--- src/rtl/conduit_arbiter_pkg.sv ---
// Shared types for the conduit arbiter: FSM states and the operation kind.
package conduit_arbiter_pkg;

  typedef enum logic [1:0] {StIdle, StIssue, StWait} state_e;

  typedef enum logic {OP_WR, OP_RD} op_e;

  localparam int unsigned TimerWidth = 16;

endpackage

--- src/rtl/conduit_arbiter_if.sv ---
// Requester and target signal bundle; slave is the arbiter side, master the environment side.
interface conduit_arbiter_if #(
  parameter int unsigned D_WIDTH = 32,
  parameter int unsigned A_WIDTH = 12,
  parameter int unsigned N_REQ   = 2
);
  localparam int unsigned BE_W = D_WIDTH / 8;

  logic [N_REQ-1:0]              req_wr;
  logic [N_REQ-1:0]              req_rd;
  logic [N_REQ-1:0][A_WIDTH-1:0] req_addr;
  logic [N_REQ-1:0][D_WIDTH-1:0] req_wdata;
  logic [N_REQ-1:0][BE_W-1:0]    req_be;
  logic [N_REQ-1:0]              req_wr_ack;
  logic [N_REQ-1:0]              req_read_valid;
  logic [N_REQ-1:0]              req_slv_error;
  logic [D_WIDTH-1:0]            req_rdata;

  logic                          tgt_wr;
  logic                          tgt_rd;
  logic [A_WIDTH-1:0]            tgt_addr;
  logic [D_WIDTH-1:0]            tgt_wdata;
  logic [BE_W-1:0]               tgt_be;
  logic                          tgt_wr_ack;
  logic                          tgt_read_valid;
  logic                          tgt_slv_error;
  logic [D_WIDTH-1:0]            tgt_rdata;

  modport slave (
    input  req_wr, req_rd, req_addr, req_wdata, req_be,
    output req_wr_ack, req_read_valid, req_slv_error, req_rdata,
    output tgt_wr, tgt_rd, tgt_addr, tgt_wdata, tgt_be,
    input  tgt_wr_ack, tgt_read_valid, tgt_slv_error, tgt_rdata
  );

  modport master (
    output req_wr, req_rd, req_addr, req_wdata, req_be,
    input  req_wr_ack, req_read_valid, req_slv_error, req_rdata,
    input  tgt_wr, tgt_rd, tgt_addr, tgt_wdata, tgt_be,
    output tgt_wr_ack, tgt_read_valid, tgt_slv_error, tgt_rdata
  );

endinterface

--- src/rtl/conduit_arbiter_rr_grant_sel.sv ---
// Round-robin picker: first pending slot searching upward from last_grant+1, wrapping.
module rr_grant_sel #(
  parameter int unsigned N_REQ = 2,
  parameter int unsigned IDX_W = $clog2(N_REQ)
) (
  input  logic [N_REQ-1:0] pending,
  input  logic [IDX_W-1:0] last_grant,
  output logic [IDX_W-1:0] grant,
  output logic             valid
);

  always_comb begin
    grant = '0;
    valid = 1'b0;
    for (int unsigned k = 1; k <= N_REQ; k++) begin
      if (!valid && pending[IDX_W'((32'(last_grant) + k) % N_REQ)]) begin
        valid = 1'b1;
        grant = IDX_W'((32'(last_grant) + k) % N_REQ);
      end
    end
  end

endmodule

--- src/rtl/conduit_arbiter.sv ---
// Arbitrates single-cycle read/write pulses from N_REQ requesters onto one shared target,
// one operation in flight at a time, with a response timeout.
module conduit_arbiter
  import conduit_arbiter_pkg::*;
#(
  parameter int unsigned D_WIDTH = 32,
  parameter int unsigned A_WIDTH = 12,
  parameter int unsigned N_REQ   = 2,
  parameter int unsigned TIMEOUT = 255
) (
  input  logic             pclk,
  input  logic             presetn,
  conduit_arbiter_if.slave bus,
  output logic             busy
);

  localparam int unsigned BE_W  = D_WIDTH / 8;
  localparam int unsigned IDX_W = $clog2(N_REQ);
  localparam logic [TimerWidth-1:0] TIMEOUT_LAST = TimerWidth'(TIMEOUT - 1);

  logic [N_REQ-1:0]              slot_valid_q;
  op_e                           slot_op_q [N_REQ];
  logic [N_REQ-1:0][A_WIDTH-1:0] slot_addr_q;
  logic [N_REQ-1:0][D_WIDTH-1:0] slot_wdata_q;
  logic [N_REQ-1:0][BE_W-1:0]    slot_be_q;

  state_e                state_q;
  op_e                   op_q;
  logic [IDX_W-1:0]      grant_q;
  logic [IDX_W-1:0]      last_grant_q;
  logic [TimerWidth-1:0] wait_cnt_q;
  logic                  tgt_wr_q;
  logic                  tgt_rd_q;
  logic [A_WIDTH-1:0]    tgt_addr_q;
  logic [D_WIDTH-1:0]    tgt_wdata_q;
  logic [BE_W-1:0]       tgt_be_q;
  logic [N_REQ-1:0]      wr_ack_q;
  logic [N_REQ-1:0]      rd_valid_q;
  logic [N_REQ-1:0]      slv_err_q;
  logic [D_WIDTH-1:0]    rdata_q;

  logic [IDX_W-1:0] sel_grant;
  logic             sel_valid;
  logic [N_REQ-1:0] grant_oh;
  logic             accept_ok;
  logic             timeout_hit;
  logic             resp_fire;

  rr_grant_sel #(
    .N_REQ (N_REQ),
    .IDX_W (IDX_W)
  ) u_rr_grant_sel (
    .pending    (slot_valid_q),
    .last_grant (last_grant_q),
    .grant      (sel_grant),
    .valid      (sel_valid)
  );

  always_comb begin
    grant_oh    = N_REQ'(1) << grant_q;
    accept_ok   = (op_q == OP_WR) ? bus.tgt_wr_ack : bus.tgt_read_valid;
    timeout_hit = (wait_cnt_q == TIMEOUT_LAST);
    resp_fire   = (state_q == StWait) && (bus.tgt_slv_error || accept_ok || timeout_hit);
  end

  // A slot stays full while in service, so repeat pulses from its owner are dropped.
  always_ff @(posedge pclk or negedge presetn) begin
    if (!presetn) begin
      slot_valid_q <= '0;
      slot_addr_q  <= '0;
      slot_wdata_q <= '0;
      slot_be_q    <= '0;
      for (int unsigned i = 0; i < N_REQ; i++) slot_op_q[i] <= OP_WR;
    end else begin
      for (int unsigned i = 0; i < N_REQ; i++) begin
        if (resp_fire && grant_oh[i]) begin
          slot_valid_q[i] <= 1'b0;
        end else if (!slot_valid_q[i] && (bus.req_wr[i] || bus.req_rd[i])) begin
          slot_valid_q[i] <= 1'b1;
          slot_op_q[i]    <= bus.req_wr[i] ? OP_WR : OP_RD;
          slot_addr_q[i]  <= bus.req_addr[i];
          slot_wdata_q[i] <= bus.req_wdata[i];
          slot_be_q[i]    <= bus.req_be[i];
        end
      end
    end
  end

  always_ff @(posedge pclk or negedge presetn) begin
    if (!presetn) begin
      state_q      <= StIdle;
      op_q         <= OP_WR;
      grant_q      <= '0;
      last_grant_q <= IDX_W'(N_REQ - 1);
      wait_cnt_q   <= '0;
      tgt_wr_q     <= 1'b0;
      tgt_rd_q     <= 1'b0;
      tgt_addr_q   <= '0;
      tgt_wdata_q  <= '0;
      tgt_be_q     <= '0;
      wr_ack_q     <= '0;
      rd_valid_q   <= '0;
      slv_err_q    <= '0;
      rdata_q      <= '0;
    end else begin
      wr_ack_q   <= '0;
      rd_valid_q <= '0;
      slv_err_q  <= '0;
      unique case (state_q)
        StIdle: begin
          if (sel_valid) begin
            grant_q      <= sel_grant;
            last_grant_q <= sel_grant;
            op_q         <= slot_op_q[sel_grant];
            tgt_wr_q     <= (slot_op_q[sel_grant] == OP_WR);
            tgt_rd_q     <= (slot_op_q[sel_grant] == OP_RD);
            tgt_addr_q   <= slot_addr_q[sel_grant];
            tgt_wdata_q  <= slot_wdata_q[sel_grant];
            tgt_be_q     <= slot_be_q[sel_grant];
            state_q      <= StIssue;
          end
        end
        StIssue: begin
          tgt_wr_q   <= 1'b0;
          tgt_rd_q   <= 1'b0;
          wait_cnt_q <= '0;
          state_q    <= StWait;
        end
        StWait: begin
          // A real response wins over a timeout expiring in the same cycle.
          if (bus.tgt_slv_error) begin
            slv_err_q <= grant_oh;
            state_q   <= StIdle;
          end else if (accept_ok && op_q == OP_WR) begin
            wr_ack_q <= grant_oh;
            state_q  <= StIdle;
          end else if (accept_ok) begin
            rd_valid_q <= grant_oh;
            rdata_q    <= bus.tgt_rdata;
            state_q    <= StIdle;
          end else if (timeout_hit) begin
            slv_err_q <= grant_oh;
            state_q   <= StIdle;
          end else begin
            wait_cnt_q <= wait_cnt_q + TimerWidth'(1);
          end
        end
        default: state_q <= StIdle;
      endcase
    end
  end

  assign bus.tgt_wr         = tgt_wr_q;
  assign bus.tgt_rd         = tgt_rd_q;
  assign bus.tgt_addr       = tgt_addr_q;
  assign bus.tgt_wdata      = tgt_wdata_q;
  assign bus.tgt_be         = tgt_be_q;
  assign bus.req_wr_ack     = wr_ack_q;
  assign bus.req_read_valid = rd_valid_q;
  assign bus.req_slv_error  = slv_err_q;
  assign bus.req_rdata      = rdata_q;
  assign busy               = (state_q != StIdle);

endmodule

--- src/flat_wrapper.sv ---
// flat-port wrapper written by rule: the top's interface ports become plain ports
module conduit_arbiter_flat import conduit_arbiter_pkg::*;
#(
  parameter int unsigned D_WIDTH = 32,
  parameter int unsigned A_WIDTH = 12,
  parameter int unsigned N_REQ   = 2,
  parameter int unsigned TIMEOUT = 255
)
  (pclk, presetn, busy, bus_req_wr, bus_req_rd, bus_req_addr, bus_req_wdata, bus_req_be, bus_req_wr_ack, bus_req_read_valid, bus_req_slv_error, bus_req_rdata, bus_tgt_wr, bus_tgt_rd, bus_tgt_addr, bus_tgt_wdata, bus_tgt_be, bus_tgt_wr_ack, bus_tgt_read_valid, bus_tgt_slv_error, bus_tgt_rdata);
  conduit_arbiter_if #(.D_WIDTH(D_WIDTH), .A_WIDTH(A_WIDTH), .N_REQ(N_REQ)) bus_i ();
  input  logic pclk;
  input  logic presetn;
  output logic busy;
  input wire logic [$bits(bus_i.req_wr)-1:0] bus_req_wr;
  input wire logic [$bits(bus_i.req_rd)-1:0] bus_req_rd;
  input wire logic [$bits(bus_i.req_addr)-1:0] bus_req_addr;
  input wire logic [$bits(bus_i.req_wdata)-1:0] bus_req_wdata;
  input wire logic [$bits(bus_i.req_be)-1:0] bus_req_be;
  output wire logic [$bits(bus_i.req_wr_ack)-1:0] bus_req_wr_ack;
  output wire logic [$bits(bus_i.req_read_valid)-1:0] bus_req_read_valid;
  output wire logic [$bits(bus_i.req_slv_error)-1:0] bus_req_slv_error;
  output wire logic [$bits(bus_i.req_rdata)-1:0] bus_req_rdata;
  output wire logic [$bits(bus_i.tgt_wr)-1:0] bus_tgt_wr;
  output wire logic [$bits(bus_i.tgt_rd)-1:0] bus_tgt_rd;
  output wire logic [$bits(bus_i.tgt_addr)-1:0] bus_tgt_addr;
  output wire logic [$bits(bus_i.tgt_wdata)-1:0] bus_tgt_wdata;
  output wire logic [$bits(bus_i.tgt_be)-1:0] bus_tgt_be;
  input wire logic [$bits(bus_i.tgt_wr_ack)-1:0] bus_tgt_wr_ack;
  input wire logic [$bits(bus_i.tgt_read_valid)-1:0] bus_tgt_read_valid;
  input wire logic [$bits(bus_i.tgt_slv_error)-1:0] bus_tgt_slv_error;
  input wire logic [$bits(bus_i.tgt_rdata)-1:0] bus_tgt_rdata;
  assign bus_i.req_wr = bus_req_wr;
  assign bus_i.req_rd = bus_req_rd;
  assign bus_i.req_addr = bus_req_addr;
  assign bus_i.req_wdata = bus_req_wdata;
  assign bus_i.req_be = bus_req_be;
  assign bus_req_wr_ack = bus_i.req_wr_ack;
  assign bus_req_read_valid = bus_i.req_read_valid;
  assign bus_req_slv_error = bus_i.req_slv_error;
  assign bus_req_rdata = bus_i.req_rdata;
  assign bus_tgt_wr = bus_i.tgt_wr;
  assign bus_tgt_rd = bus_i.tgt_rd;
  assign bus_tgt_addr = bus_i.tgt_addr;
  assign bus_tgt_wdata = bus_i.tgt_wdata;
  assign bus_tgt_be = bus_i.tgt_be;
  assign bus_i.tgt_wr_ack = bus_tgt_wr_ack;
  assign bus_i.tgt_read_valid = bus_tgt_read_valid;
  assign bus_i.tgt_slv_error = bus_tgt_slv_error;
  assign bus_i.tgt_rdata = bus_tgt_rdata;
  conduit_arbiter #(.D_WIDTH(D_WIDTH), .A_WIDTH(A_WIDTH), .N_REQ(N_REQ), .TIMEOUT(TIMEOUT)) u_core (.pclk(pclk), .presetn(presetn), .bus(bus_i), .busy(busy));
endmodule
--- config.mk ---
export PLATFORM = sky130hd
export DESIGN_NAME = conduit_arbiter_flat
export DESIGN_NICKNAME = d
export VERILOG_FILES = /design/src/rtl/conduit_arbiter_pkg.sv /design/src/rtl/conduit_arbiter_if.sv /design/src/rtl/conduit_arbiter_rr_grant_sel.sv /design/src/rtl/conduit_arbiter.sv /design/src/flat_wrapper.sv
export SDC_FILE = /design/constraint.sdc
export NUM_CORES = 1
export LEC_CHECK = 0
export CAP_MARGIN = 20
export CORE_ASPECT_RATIO = 0.75
export CORE_MARGIN = 5
export CORE_UTILIZATION = 44
export DETAILED_ROUTE_END_ITERATION = 8
export PLACE_DENSITY_LB_ADDON = 0.2
export SYNTH_ARGS = -nofsm -noshare
export SYNTH_HDL_FRONTEND = slang
export SYNTH_HIERARCHICAL = 1
export SYNTH_SLANG_ARGS = --single-unit
--- constraint.sdc ---
create_clock -name pclk -period 2.3 [get_ports pclk]
set_clock_uncertainty 0.2 [all_clocks]
set_input_delay 0.46 -clock pclk [delete_from_list [all_inputs] [get_ports pclk]]
set_output_delay 0.46 -clock pclk [all_outputs]
set_load 0.02 [all_outputs]
==> flow_metrics.py <==
metrics = {
    "status": {
        "outcome": "complete, but fails checks",
        "violations": "setup timing",
    },
    "cells_and_area": {
        "syn_to_final_growth_pct": 45.2,
        "antenna_cells": 0,
        "layout.nets": 1068,
        "fillers": 1469,
        "drive_gt1_frac": 0.248,
    },
    "worst_setup_path": {
        "endpoint_kind": "flop",
        "worstPathCellList": "mux2_4, nor2_4, o21ai_4, a311oi_4, buf_6, buf_12, mux2_2",
        "crit_slowest_cell": "dfrtp_1",
        "critical_path.top_delay_family": "multiplexers",
        "crit_path_start_kind": "flop",
        "critPathMaxStageDelay_ns": 0.40,
        "critPathLaunch": "u_core/op_q",
        "critPathBufInv": 2,
        "r2r-start": "u_core/op_q",
        "required_ns": 2.47,
        "path_class": "flop to flop",
        "crit_arrival_ns": 2.53,
        "crit_path_max_fanout": 9,
    },
    "logic_synthesis": {
        "synth.avg_cell_area_um2": 13.2,
        "synthesis.nets": 796,
        "syn_inst": 657,
        "synth_compound_area_frac": 0.0565,
        "synth_top_family_by_area": "multiplexers",
        "netlist_area_um2": 8700,
        "yosysSeqAreaShare": 0.602,
        "synth-xor-area-share": 0,
        "ys.flop_type": "dfrtp_1",
        "async_flop_share": 1.00,
        "synth-adder-area-share": 0.00288,
        "synthMuxAreaShare": 0.240,
        "yosysUniqueCellTypes": 55,
        "synth-edff-count": 0,
        "yosys_warnings": 6,
        "synthSimpleGateAreaFrac": 0.0750,
        "synth_seq_cells": 209,
    },
    "clocking": {
        "cts.sinks": 209,
        "worst_skew_pair.late_latency_ns": 0.49,
        "cts_tree": "yes",
        "cts_buffers": 22,
        "ctsLongestPathBuffers": 3,
        "htreeDepth": 1,
        "clk_pin_slew_ns": 0.06,
        "cts_root_buf": "clkbuf_16",
    },
    "pwr": {
        "clkPwrFrac": 0.193,
        "p_seq_frac": 0.365,
        "net-switching-power_w": 0.00603,
        "peakVddDrop_uv": 820,
        "power_w": 0.0176,
        "p_comb_frac": 0.443,
        "swShare": 0.342,
        "p_leak_nw": 5.51,
        "internal_power_w": 0.0116,
        "p_per_area_nw_per_um2": 1400,
    },
    "floorplanning": {
        "start_util": 0.449,
        "die_area_um2": 22700,
        "boundaryPins": 226,
        "die_w_um": 172,
        "core_area_um2": 19400,
        "placementRows": 44,
        "die_y_um": 132,
    },
    "sta": {
        "relSlewSlack": 0.579,
        "setup_viol": 53,
        "clock.fmax_mhz": 424,
        "final_max_slew_viol_count": 0,
        "rsz0062_at_grt": "true",
        "fin_crit_ns": 2.36,
        "worstMarginPinSlew_ns": 0.627,
        "period_share": 1.03,
        "layout_setup_ws_ns": -0.0606,
        "hold_viol_final": 0,
    },
    "grt": {
        "grt_max_degree": 75,
        "grt_pass1_vias": 6780,
        "overflow": 0,
        "antenna_found_initial": 0,
        "grt_pass1_wl_um": 36200,
        "grt_use_total": 0.198,
    },
    "worst_hold_path": {
        "min_path_type": "flop to flop",
        "hold_start": "u_core/slot_wdata_q[30]",
    },
    "placement": {
        "dp_slack_ns": -0.521,
        "port_buffers": 225,
        "routabilityCongestion": 0.889,
        "hpwl_um": 15900,
    },
    "route": {
        "ant_nets": 0,
        "drt_iter0_markers": 401,
        "dr.pass1.iters": 7,
        "post-route-drc-count": 0,
        "vias_per_cell": 5.19,
        "wire_per_inst_um": 19.8,
        "vias": 6201,
        "wirelength_um": 23700,
    },
    "run": {
        "maxCapViolCount": 0,
    },
}
## synth_stat cells (2+ instances only)
master    count  area (um^2)
o21ai_0       6         30.0
nor2_1       63          236
dfrtp_1     208         5200
clkbuf_1     19         71.3
nand2_1      21         78.8
and4_1        2         17.5
inv_1        10         37.5
and3_1        5         31.3
nor3_1        4         20.0
a21oi_1      53          265
nand2b_1      2         12.5
ha_1          2         25.0
a21boi_0      2         15.0
nand4_1       6         37.5
buf_6         5         56.3
a31oi_1       3         18.8
mux2_4       20          300
buf_1         4         15.0
o211ai_1      4         30.0
mux2_1        3         33.8
nand3_1      18         90.1
mux2_2      106         1190
buf_2         4         20.0
mux2i_1      56          561
## what timing repair did
item                       in CTS  in global routing
hold buffers                    1                  0
setup endpoints to repair      63                 99
buffers inserted                3                  5
gates resized for setup        10                 35
cloned                          1                  6
pin swaps                       4                  6
hold endpoints to repair       51                  0
## cell type report
type	count	area, um^2	share of cell area
Clock inverter	1	30.0	0.00238
Timing Repair Buffer	281	2950	0.234
Tap cell	253	317	0.0251
Clock buffer	35	651	0.0515
Inverter	10	37.5	0.00297
Sequential cell	209	5240	0.415
Multi-Input combinational cell	405	3400	0.270
## sequential cells by signal, indices dropped and copies added (netlist names), 4 cells and up
| register | count |
|---|---|
| u_core/wait_cnt_q | 16 |
| u_core/bus.tgt_wdata | 32 |
| u_core/slot_be_q | 8 |
| u_core/bus.tgt_addr | 12 |
| u_core/bus.tgt_be | 4 |
| u_core/slot_addr_q | 24 |
| u_core/bus.req_rdata | 32 |
| u_core/slot_wdata_q | 64 |
## logic make-up (layout without fill, tap and decap cells)
logic type	Yosys count	after routing
muxes	185	185
adders and majority gates	2	2
AOI/OAI and AO/OA	82	82
and+or+nand+nor	136	136
buffers and inverters	43	327
DFF	209	209
## layout by cell type (no fill, tap or decap), types with 21 or more instances in the layout
cell type        synthesis  layout
nand2_1                 21      21
clkbuf_16                0      28
clkdlybuf4s50_1          0     223
dfrtp_1                208     204
mux2_4                  20      41
mux2i_1                 56      56
mux2_2                 106      88
a21oi_1                 53      53
nor2_1                  63      61
buf_4                    1      33
## layer usage
metal	GRT usage	vias to the layer above	wire, um
met1	0.254	3062	9980
li1	-	2873	-
met2	0.315	233	10700
met5	0	-	0
met4	0.0410	0	380
met3	0.0836	33	2580
## power groups by stage
stage               Sequential [W]  Combinational (W)  Clock, W
finish                     0.00643            0.00780   0.00340
global placement           0.00636            0.00717         0
global route               0.00665            0.00838   0.00362
CTS                        0.00642            0.00748   0.00350
floorplan                  0.00708            0.00364         0
detailed placement         0.00646            0.00739         0
## final timing paths
path | slack (ns) | cells after the start | end
worst max-delay path | -0.06 | 7 | u_core/slot_wdata_q[40]
worst min-delay path | 0.31 | 1 | u_core/slot_wdata_q[30]
worst max register to register | -0.06 | 7 | u_core/slot_wdata_q[40]
worst min register to register | 0.31 | 1 | u_core/slot_wdata_q[30]
max in group asynchronous | 0.98 | 3 | u_core/slot_wdata_q[6]
min in group asynchronous | 0.32 | 2 | u_core/wait_cnt_q[3]
## metrics by stage
step	setup TNS, ns	cells	hold WS [ns]	utilization	cell area (um^2)
3_3_place_gp	-46.32	1142	0.271	0.596	11600
5_1_grt	-5.87	1194	0.315	0.651	12600
2_1_floorplan	0	657	-0.0356	-	8700
4_1_cts	0	1183	0.290	0.636	12300
3_5_place_dp	-48.32	1142	0.278	0.596	11600
6_report	-1.64	1194	0.306	0.651	12600
Note: power is estimated with default switching activity, not from simulation.
